File: src/rtl/dim_mem_arbiter_pkg.sv
// Shared types and constants for the dimming-memory arbiter.
// Slot types, the protected command-word address range, and default widths.
package dim_mem_arbiter_pkg;

  localparam int unsigned DEF_ADDR_W = 9;
  localparam int unsigned DEF_DATA_W = 16;

  // SPI init/on/off command words live at the top of the dimming memory.
  localparam int unsigned PROT_ADDR_LO = 'h1F8;
  localparam int unsigned PROT_ADDR_HI = 'h1FF;

  typedef enum logic [1:0] {
    SLOT_IDLE,
    SLOT_READ,
    SLOT_WRITE,
    SLOT_FORCE
  } slot_t;

  function automatic logic in_prot_range(input int unsigned addr);
    return (addr >= PROT_ADDR_LO) && (addr <= PROT_ADDR_HI);
  endfunction

endpackage

File: src/rtl/dim_wr_fifo.sv
// Write buffer for the dimming-memory arbiter.
// In-order FIFO, power-of-two depth, registered full flag, head visible combinationally.
module dim_wr_fifo #(
  parameter int unsigned DEPTH = 4,
  parameter int unsigned WIDTH = 25,
  localparam int unsigned PW = $clog2(DEPTH),
  localparam int unsigned CW = $clog2(DEPTH) + 1
) (
  input  logic             clock,
  input  logic             reset_n,
  input  logic             i_push,
  input  logic [WIDTH-1:0] i_data,
  input  logic             i_pop,
  output logic [WIDTH-1:0] o_data,
  output logic             o_full,
  output logic             o_empty,
  output logic [CW-1:0]    o_count
);

  logic [WIDTH-1:0] r_mem [DEPTH];
  logic [PW-1:0]    r_wptr;
  logic [PW-1:0]    r_rptr;
  logic [CW-1:0]    r_count;
  logic             r_full;
  logic [CW-1:0]    w_count_nxt;

  // Occupancy after this cycle's push/pop; simultaneous push and pop cancel.
  always_comb begin
    w_count_nxt = r_count;
    if (i_push && !i_pop) begin
      w_count_nxt = r_count + CW'(1);
    end else if (!i_push && i_pop) begin
      w_count_nxt = r_count - CW'(1);
    end
  end

  // Pointers wrap naturally at PW bits; full is registered from next occupancy.
  always_ff @(posedge clock or negedge reset_n) begin
    if (!reset_n) begin
      r_wptr  <= '0;
      r_rptr  <= '0;
      r_count <= '0;
      r_full  <= 1'b0;
    end else begin
      if (i_push) r_wptr <= r_wptr + PW'(1);
      if (i_pop)  r_rptr <= r_rptr + PW'(1);
      r_count <= w_count_nxt;
      r_full  <= (w_count_nxt == CW'(DEPTH));
    end
  end

  // Entry storage needs no reset; occupancy tracking makes stale data invisible.
  always_ff @(posedge clock) begin
    if (i_push) r_mem[r_wptr] <= i_data;
  end

  assign o_data  = r_mem[r_rptr];
  assign o_full  = r_full;
  assign o_empty = (r_count == '0);
  assign o_count = r_count;

endmodule

File: src/rtl/dim_mem_arbiter.sv
// Dimming-memory arbiter: one single-port memory slot per cycle shared between
// SPI sequencer reads and buffered dimming-algorithm writes, with anti-starvation.
// Optional feature: define DIM_ARB_PROTECT_EN to discard writes to the
// command-word range and flag them on wr_err.
module dim_mem_arbiter
  import dim_mem_arbiter_pkg::*;
#(
  parameter int unsigned ADDR_W     = DEF_ADDR_W,
  parameter int unsigned DATA_W     = DEF_DATA_W,
  parameter int unsigned FIFO_DEPTH = 4,
  parameter int unsigned STARVE_MAX = 8
) (
  input  logic              clock,
  input  logic              reset_n,
  input  logic              rd_req,
  input  logic [ADDR_W-1:0] rd_addr,
  output logic              rd_gnt,
  output logic              rd_valid,
  output logic [DATA_W-1:0] rd_data,
  input  logic              wr_req,
  input  logic [ADDR_W-1:0] wr_addr,
  input  logic [DATA_W-1:0] wr_data,
  output logic              wr_ready,
  output logic [ADDR_W-1:0] mem_addr,
  output logic              mem_we,
  output logic [DATA_W-1:0] mem_wdata,
  input  logic [DATA_W-1:0] mem_rdata,
  output logic              wr_err
);

  localparam int unsigned SW = $clog2(STARVE_MAX + 1);
  localparam int unsigned CW = $clog2(FIFO_DEPTH) + 1;

  slot_t                    w_slot;
  logic                     w_push;
  logic                     w_pop;
  logic                     w_fifo_full;
  logic                     w_fifo_empty;
  logic [CW-1:0]            w_fifo_count;
  logic [ADDR_W+DATA_W-1:0] w_head;
  logic [SW-1:0]            r_starve;
  logic [ADDR_W-1:0]        r_mem_addr;
  logic                     r_mem_we;
  logic [DATA_W-1:0]        r_mem_wdata;
  logic                     r_rd_p1;
  logic                     r_rd_valid;

  dim_wr_fifo #(
    .DEPTH (FIFO_DEPTH),
    .WIDTH (ADDR_W + DATA_W)
  ) u_wr_fifo (
    .clock   (clock),
    .reset_n (reset_n),
    .i_push  (w_push),
    .i_data  ({wr_addr, wr_data}),
    .i_pop   (w_pop),
    .o_data  (w_head),
    .o_full  (w_fifo_full),
    .o_empty (w_fifo_empty),
    .o_count (w_fifo_count)
  );

  assign wr_ready = !w_fifo_full;

`ifdef DIM_ARB_PROTECT_EN
  logic w_accept;
  logic w_prot;
  logic r_wr_err;

  assign w_accept = wr_req && wr_ready;
  assign w_prot   = in_prot_range(32'(wr_addr));
  assign w_push   = w_accept && !w_prot;

  // Sticky flag for accepted writes that target the command-word range.
  always_ff @(posedge clock or negedge reset_n) begin
    if (!reset_n) begin
      r_wr_err <= 1'b0;
    end else if (w_accept && w_prot) begin
      r_wr_err <= 1'b1;
    end
  end

  assign wr_err = r_wr_err;
`else
  assign w_push = wr_req && wr_ready;
  assign wr_err = 1'b0;
`endif

  // Slot priority: starved write, then read, then ordinary write, else idle.
  always_comb begin
    w_slot = SLOT_IDLE;
    if (!w_fifo_empty && (r_starve == SW'(STARVE_MAX))) begin
      w_slot = SLOT_FORCE;
    end else if (rd_req) begin
      w_slot = SLOT_READ;
    end else if (!w_fifo_empty) begin
      w_slot = SLOT_WRITE;
    end
  end

  assign w_pop  = (w_slot == SLOT_FORCE) || (w_slot == SLOT_WRITE);
  assign rd_gnt = (w_slot == SLOT_READ);

  // Count cycles a buffered write loses to reads, saturating at STARVE_MAX.
  always_ff @(posedge clock or negedge reset_n) begin
    if (!reset_n) begin
      r_starve <= '0;
    end else if ((w_fifo_count == '0) || w_pop) begin
      r_starve <= '0;
    end else if (r_starve != SW'(STARVE_MAX)) begin
      r_starve <= r_starve + SW'(1);
    end
  end

  // Register the winning access onto the memory port; idle holds the address.
  always_ff @(posedge clock or negedge reset_n) begin
    if (!reset_n) begin
      r_mem_we    <= 1'b0;
      r_mem_addr  <= '0;
      r_mem_wdata <= '0;
    end else begin
      unique case (w_slot)
        SLOT_FORCE, SLOT_WRITE: begin
          r_mem_we    <= 1'b1;
          r_mem_addr  <= w_head[ADDR_W+DATA_W-1:DATA_W];
          r_mem_wdata <= w_head[DATA_W-1:0];
        end
        SLOT_READ: begin
          r_mem_we   <= 1'b0;
          r_mem_addr <= rd_addr;
        end
        default: begin
          r_mem_we <= 1'b0;
        end
      endcase
    end
  end

  // Two-stage read strobe: address cycle, then memory data cycle.
  always_ff @(posedge clock or negedge reset_n) begin
    if (!reset_n) begin
      r_rd_p1    <= 1'b0;
      r_rd_valid <= 1'b0;
    end else begin
      r_rd_p1    <= rd_gnt;
      r_rd_valid <= r_rd_p1;
    end
  end

  assign mem_we    = r_mem_we;
  assign mem_addr  = r_mem_addr;
  assign mem_wdata = r_mem_wdata;
  assign rd_valid  = r_rd_valid;
  // Memory data arrives in the strobe cycle itself, so it is passed through.
  assign rd_data   = r_rd_valid ? mem_rdata : '0;

endmodule

File: config.mk
export PLATFORM = sky130hd
export DESIGN_NAME = dim_mem_arbiter
export DESIGN_NICKNAME = d
export VERILOG_FILES = /design/src/rtl/dim_mem_arbiter_pkg.sv /design/src/rtl/dim_wr_fifo.sv /design/src/rtl/dim_mem_arbiter.sv
export SDC_FILE = /design/constraint.sdc
export NUM_CORES = 1
export LEC_CHECK = 0
export CAP_MARGIN = 20
export CORE_ASPECT_RATIO = 1.25
export CORE_MARGIN = 2
export CORE_UTILIZATION = 35
export CTS_BUF_LIST = sky130_fd_sc_hd__clkbuf_8 sky130_fd_sc_hd__clkbuf_16
export CTS_CLUSTER_DIAMETER = 40
export CTS_CLUSTER_SIZE = 40
export DETAILED_ROUTE_END_ITERATION = 6
export PLACE_DENSITY_LB_ADDON = 0.1
export REMOVE_ABC_BUFFERS = 1
export SYNTH_ARGS = -nofsm -noshare
export SYNTH_HDL_FRONTEND = slang
export SYNTH_SLANG_ARGS = --single-unit
File: constraint.sdc
create_clock -name clock -period 2.3 [get_ports clock]
set_input_delay 0.345 -clock clock [delete_from_list [all_inputs] [get_ports clock]]
set_output_delay 0.345 -clock clock [all_outputs]
set_load 0.05 [all_outputs]
* Word-level counts from Yosys, hierarchy flattened
Memories as Yosys holds them, arrays and structs flattened.
Index checks and enable logic that the tools add are counted.
** Word-level totals
- Bits in registers :: 40
- Word-level logic and storage cells :: 48
- Memories kept :: 1
- Bits in writable memories :: 100
- Output and inout port bits :: 46
** Operators by class
- Equal/unequal tests :: 6
- Add/sub/neg operators :: 5
- Multiplexer cells :: 12
- Reduce and logical (&&, ||, !) cells :: 14
** Memory list
- u_wr_fifo.r_mem :: words 4, width 25, read ports 1, clocked after memory_dff 0, write ports 1, line dim_wr_fifo.sv:20 : logic [WIDTH-1:0] r_mem [DEPTH];
** Operators by type and width (number)
- $pmux 9 s2 :: 1
- $mux 16 :: 1
- $mux 4 :: 2
- $mux 2 :: 3
- $mux 3 :: 2
- $add 2x1->2 const B :: 2
- $add 4x1->4 const B :: 1
- $eq 2x2->1 const B :: 2
- $eq 4x4->1 const B :: 1
- $logic_and 1x1->1 :: 4
- $logic_not 1->1 :: 4
- $ne 4x4->1 const B :: 1
- $reduce_bool 2->1 :: 2
- $add 3x1->3 const B :: 1
- $eq 3x3->1 const B :: 1
- $logic_not 3->1 :: 1
- $mux 1 :: 3
- $sub 3x1->3 const B :: 1
- $eq 2x1->1 const B :: 1
- $logic_or 1x1->1 :: 2
- $reduce_or 2->1 :: 1

* Depth between registers and ports, before layout
- Depth in word-level cells :: 10
- Mapped depth :: 9

* Hierarchy
Synthesis repeated with hierarchy kept, for this count alone.
** Second synthesis, totals
- Cell total of the unflattened synthesis :: 304
- Area, all modules :: 5775.5 um2
** Modules (own cells, without submodules)
- dim_wr_fifo :: area an instance 4174.0 um2, cells an instance 181, instances 1
- dim_mem_arbiter :: area an instance 1601.5 um2, cells an instance 123, instances 1

* Worst setup path after synthesis
OpenSTA, ideal clock, no wires.
- Path kind :: flip-flop to flip-flop
- From :: reg u_wr_fifo.r_count[0] (netlist: u_wr_fifo.o_count[0])
- To :: reg r_mem_addr[0] (netlist: mem_addr[0])
- Arrival :: 1851 ps
- Path slack :: 380 ps
- Data required time :: 2231 ps
- Clock period less this slack :: 1920 ps
- Path buffers :: 1
- Stages on the path, launching flop included :: 8
- Setup time :: 69 ps
- Cell sequence :: dfrtp_1 inv_1 ha_1 nor2b_1 o21a_1 clkbuf_1 a22oi_1 nand2_1
** RTL lines
- start: declaration :: line dim_wr_fifo.sv:23 : logic [CW-1:0] r_count;
- start signal: assignment :: line dim_wr_fifo.sv:47 : r_count <= w_count_nxt;
- $logic_not 3->1 (*) :: line dim_wr_fifo.sv:59 : assign o_empty = (r_count == '0);
- $mux 2 / $logic_not 1->1 (equally long branches)
- $mux 2 / $logic_and 1x1->1 (equally long branches) :: line dim_mem_arbiter.sv:94, dim_mem_arbiter.sv:92
- $mux 2 (*) :: line dim_mem_arbiter.sv:92 : if (!w_fifo_empty && (r_starve == SW'(STARVE_MAX))) begin
- $eq 2x1->1 (*)
- net rd_gnt :: line dim_mem_arbiter.sv:17 : output logic rd_gnt,
- $pmux 9 s2 / $reduce_bool 2->1 (equally long branches)
- end signal: assignment :: line dim_mem_arbiter.sv:125 : r_mem_addr <= w_head[ADDR_W+DATA_W-1:DATA_W];
- end signal: assignment :: line dim_mem_arbiter.sv:130 : r_mem_addr <= rd_addr;
- end: declaration :: line dim_mem_arbiter.sv:42 : logic [ADDR_W-1:0] r_mem_addr;
The timed path passes the listed nets; every way through them passes the cells marked *.
A chain may end at the register's enable or synchronous reset.

* Worst setup path in the final report
- From :: reg r_rd_valid (netlist: rd_valid)
- To :: out rd_valid
** RTL lines
- start: declaration :: line dim_mem_arbiter.sv:46 : logic r_rd_valid;
- start signal: assignment :: line dim_mem_arbiter.sv:146 : r_rd_valid <= r_rd_p1;
- end: declaration :: line dim_mem_arbiter.sv:18 : output logic rd_valid,
No word-level cell between the ends.

==> impl_metrics.tcl <==
set metrics [dict create \
    synth_top_family_by_area "multiplexers" \
    ir_drop_v 0.000860 \
    swShare 0.331 \
    ff2ff_path_depth 7 \
    power_frac_comb 0.354 \
    start_util 0.355 \
    post-route-period-util 0.934 \
    hold_viol_final 0 \
    crit_path_end_kind "output pin" \
    n_fill_cell 1395 \
    period_minus_slack_ns 2.15 \
    die_area_um2 16700 \
    power.density_nw_per_um2 1290 \
    critPathBufInv 1 \
    clock_latency_ns 0.41 \
    slowest_delay_ns 0.87 \
    cp_max_fo 17 \
    ys.flop_type "edfxtp_1" \
    max_freq_mhz 466 \
    grt_pass1_vias 3092 \
    layout.nets 473 \
    critPathRequiredTime_ns 1.96 \
    slew_violations 0 \
    ioPinCount 100 \
    status "completed" \
    max_cap_viol_count 0 \
    wl_met2_mm 5.42 \
    crit_family "buffers and inverters" \
    cp_cell_sequence "clkdlybuf4s50_1" \
    cts_tree "done" \
    p_clk_frac 0.256 \
    grt_overflow 0 \
    ys_seq_area_frac 0.730 \
    cts_made_buffers 17 \
    hold_class "in2async" \
    cts.sinks 140 \
    startpoint_type "flop" \
    finalInstanceArea_um2 7300 \
    synth_mux_area_frac 0.137 \
    chipWidth_um 116 \
    synth_edf_count 100 \
    r2r_end "mem_wdata[7]" \
    multiInputGateArea_um2 1360 \
    clockBufferDepth 2 \
    routed_wirelength_mm 10.6 \
    r2r_setup_slack_ns 0.45 \
    slew-limit-headroom 0.590 \
    antenna_found_initial 0 \
    fp.dieH_um 144 \
    slowest_stage "clkdlybuf4s50_1" \
    synthTopCellsByCount "edfxtp_1 (100), dfrtp_1 (40), mux4_2 (25), nand2_1 (22), and2_1 (20)" \
    wl_per_cell_um 16.8 \
    synth_fa_ha_area_frac 0.0223 \
    critPathKind "reg2out" \
    clockRootBuffer "clkbuf_16" \
    rsz0062_at_grt "no" \
    synth_area_um2 5490 \
    port_buffers 98 \
    row_count 51 \
    grt_pass1_wl_mm 16.4 \
    setup_viol 0 \
    register_area_um2 4010 \
    gp_congestion 0.638 \
    maxUsedRoutingLayer "met4" \
    yosys.area_share.simple 0.0536 \
    yosysTopAreaCell "edfxtp_1" \
    coreArea_um2 15400 \
    syn_to_final_growth_pct 33.0 \
    final_cells 635 \
    clk_pin_slew_worst_paths_ns 0.05 \
    cts_setup_buffers 0 \
    final.setup_skew_ns 0.00526 \
    drcViolationCount 0 \
    dp_hpwl_mm 6.89 \
    yosysTopAreaCellShare 0.547 \
    yosysUniqueCellTypes 31 \
    wl_met1_mm 4.38 \
    leakage_nw 2.71 \
    yosys.cell_count.top_type "edfxtp_1" \
    synth_xor_area_frac 0.0128 \
    drive_gt1_frac 0.246 \
    tightestPinTransition_ns 0.612 \
    r2r-start "u_wr_fifo.o_count[0]" \
    vias 2939 \
    cts_resized 0 \
    htreeDepth 4 \
    yosysWarnings 0 \
    cp.arrival_ns 1.80 \
    num_antenna_cells 0 \
    routed-wl-met3_um 699 \
    viasPerCell 4.63 \
    synth.avg_cell_area_um2 18.7 \
    first_pass_iters 6 \
    fin_tns_setup_ns 0 \
    dp_slack_ns 0.366 \
    dpl-instance-area_um2 6770 \
    dp_cells 603 \
    seq_power_share 0.389 \
    setup_ws_ns 0.153 \
    yosys-top-cells-area "edfxtp_1 (55%), dfrtp_1 (18%), mux4_2 (10%)" \
    grt_max_degree 41 \
    power.internal_mw 6.31 \
    holdBufCountCts 0 \
    power.switching_mw 3.12 \
    async_reset_ff_frac 0.286 \
    track_usage 0.138 \
    synth-compound-area-share 0.0214 \
    ys_seq_elements 140 \
    drtIter0Drc 129 \
    drtAntennaViolNets 0 \
    synth_cells 294 \
]
layout make-up:
cell class                      instances  share of cell area
Tap cell                              212              0.0364
Multi-Input combinational cell        131               0.187
Timing Repair Buffer                  110               0.151
Clock buffer                           18              0.0602
Clock inverter                         14              0.0122
Inverter                               10             0.00514
Sequential cell                       140               0.549
flip-flops by register name, indices dropped and copies added, names as in the netlist:
| register | flops |
|---|---|
| r_starve | 4 |
| mem_we | 1 |
| rd_valid | 1 |
| u_wr_fifo.r_wptr | 2 |
| u_wr_fifo.r_mem | 100 |
| mem_addr | 9 |
| u_wr_fifo.o_full | 1 |
| mem_wdata | 16 |
| u_wr_fifo.o_count | 3 |
| u_wr_fifo.r_rptr | 2 |
| r_rd_p1 | 1 |
worst max-delay path by stage:
stage / startpoint / slack [ns] / endpoint / depth (start not counted)
3_3_place_gp: rd_req / 0.40 / mem_wdata[11] / 5
2_1_floorplan: u_wr_fifo.r_rptr[0] / 0.12 / mem_wdata[0] / 2
6_report: rd_valid / 0.15 / rd_valid / 1
4_1_cts: rd_valid / 0.11 / rd_valid / 1
3_5_place_dp: rd_req / 0.37 / mem_wdata[7] / 5
5_1_grt: rd_valid / 0.04 / rd_valid / 1
layer usage:
layer,vias up,global-route usage
met1,1485,0.158
li1,1344,-
met3,14,0.0507
met4,0,0.0564
met2,96,0.234
met5,-,0
kinds of logic after synthesis:
| kind of cell | Yosys count |
|---|---|
| AOI/OAI and AO/OA | 15 |
| buffers and inverters | 23 |
| and+or+nand+nor | 55 |
| muxes | 42 |
| xor gates and xnor gates | 8 |
| other | 1 |
| DFF | 140 |
| adders and majority gates | 10 |
stage by stage:
stage / total power [mW] / hold slack [ns] / utilization
after floorplan: 5.89 / 0.0494 / -
after global placement: 7.10 / 0.333 / 0.438
after detailed placement: 7.14 / 0.343 / 0.438
after CTS: 9.61 / 0.0362 / 0.472
after global routing: 9.94 / 0.0478 / 0.472
final: 9.43 / 0.0130 / 0.472
layout by cell type (no fill, tap or decap), drive strengths merged, types with 5 or more instances in the layout:
| master | count |
|---|---|
| edfxtp | 100 |
| mux4 | 25 |
| xnor2 | 6 |
| clkbuf | 18 |
| buf | 30 |
| mux2 | 16 |
| dfrtp | 40 |
| and2 | 20 |
| inv | 13 |
| nand2 | 22 |
| clkinv | 10 |
| ha | 9 |
| nor2 | 5 |
| clkdlybuf4s50 | 80 |
| a22oi | 9 |
power groups by stage:
stage,Combinational [mW],Clock [mW],Sequential [mW]
final,3.34,2.41,3.67
after global routing,3.59,2.62,3.74
after detailed placement,3.42,0,3.73
after CTS,3.42,2.49,3.69
after floorplan,1.34,0,4.55
after global placement,3.39,0,3.71
No activity file was read; power rests on OpenSTA's default activity.
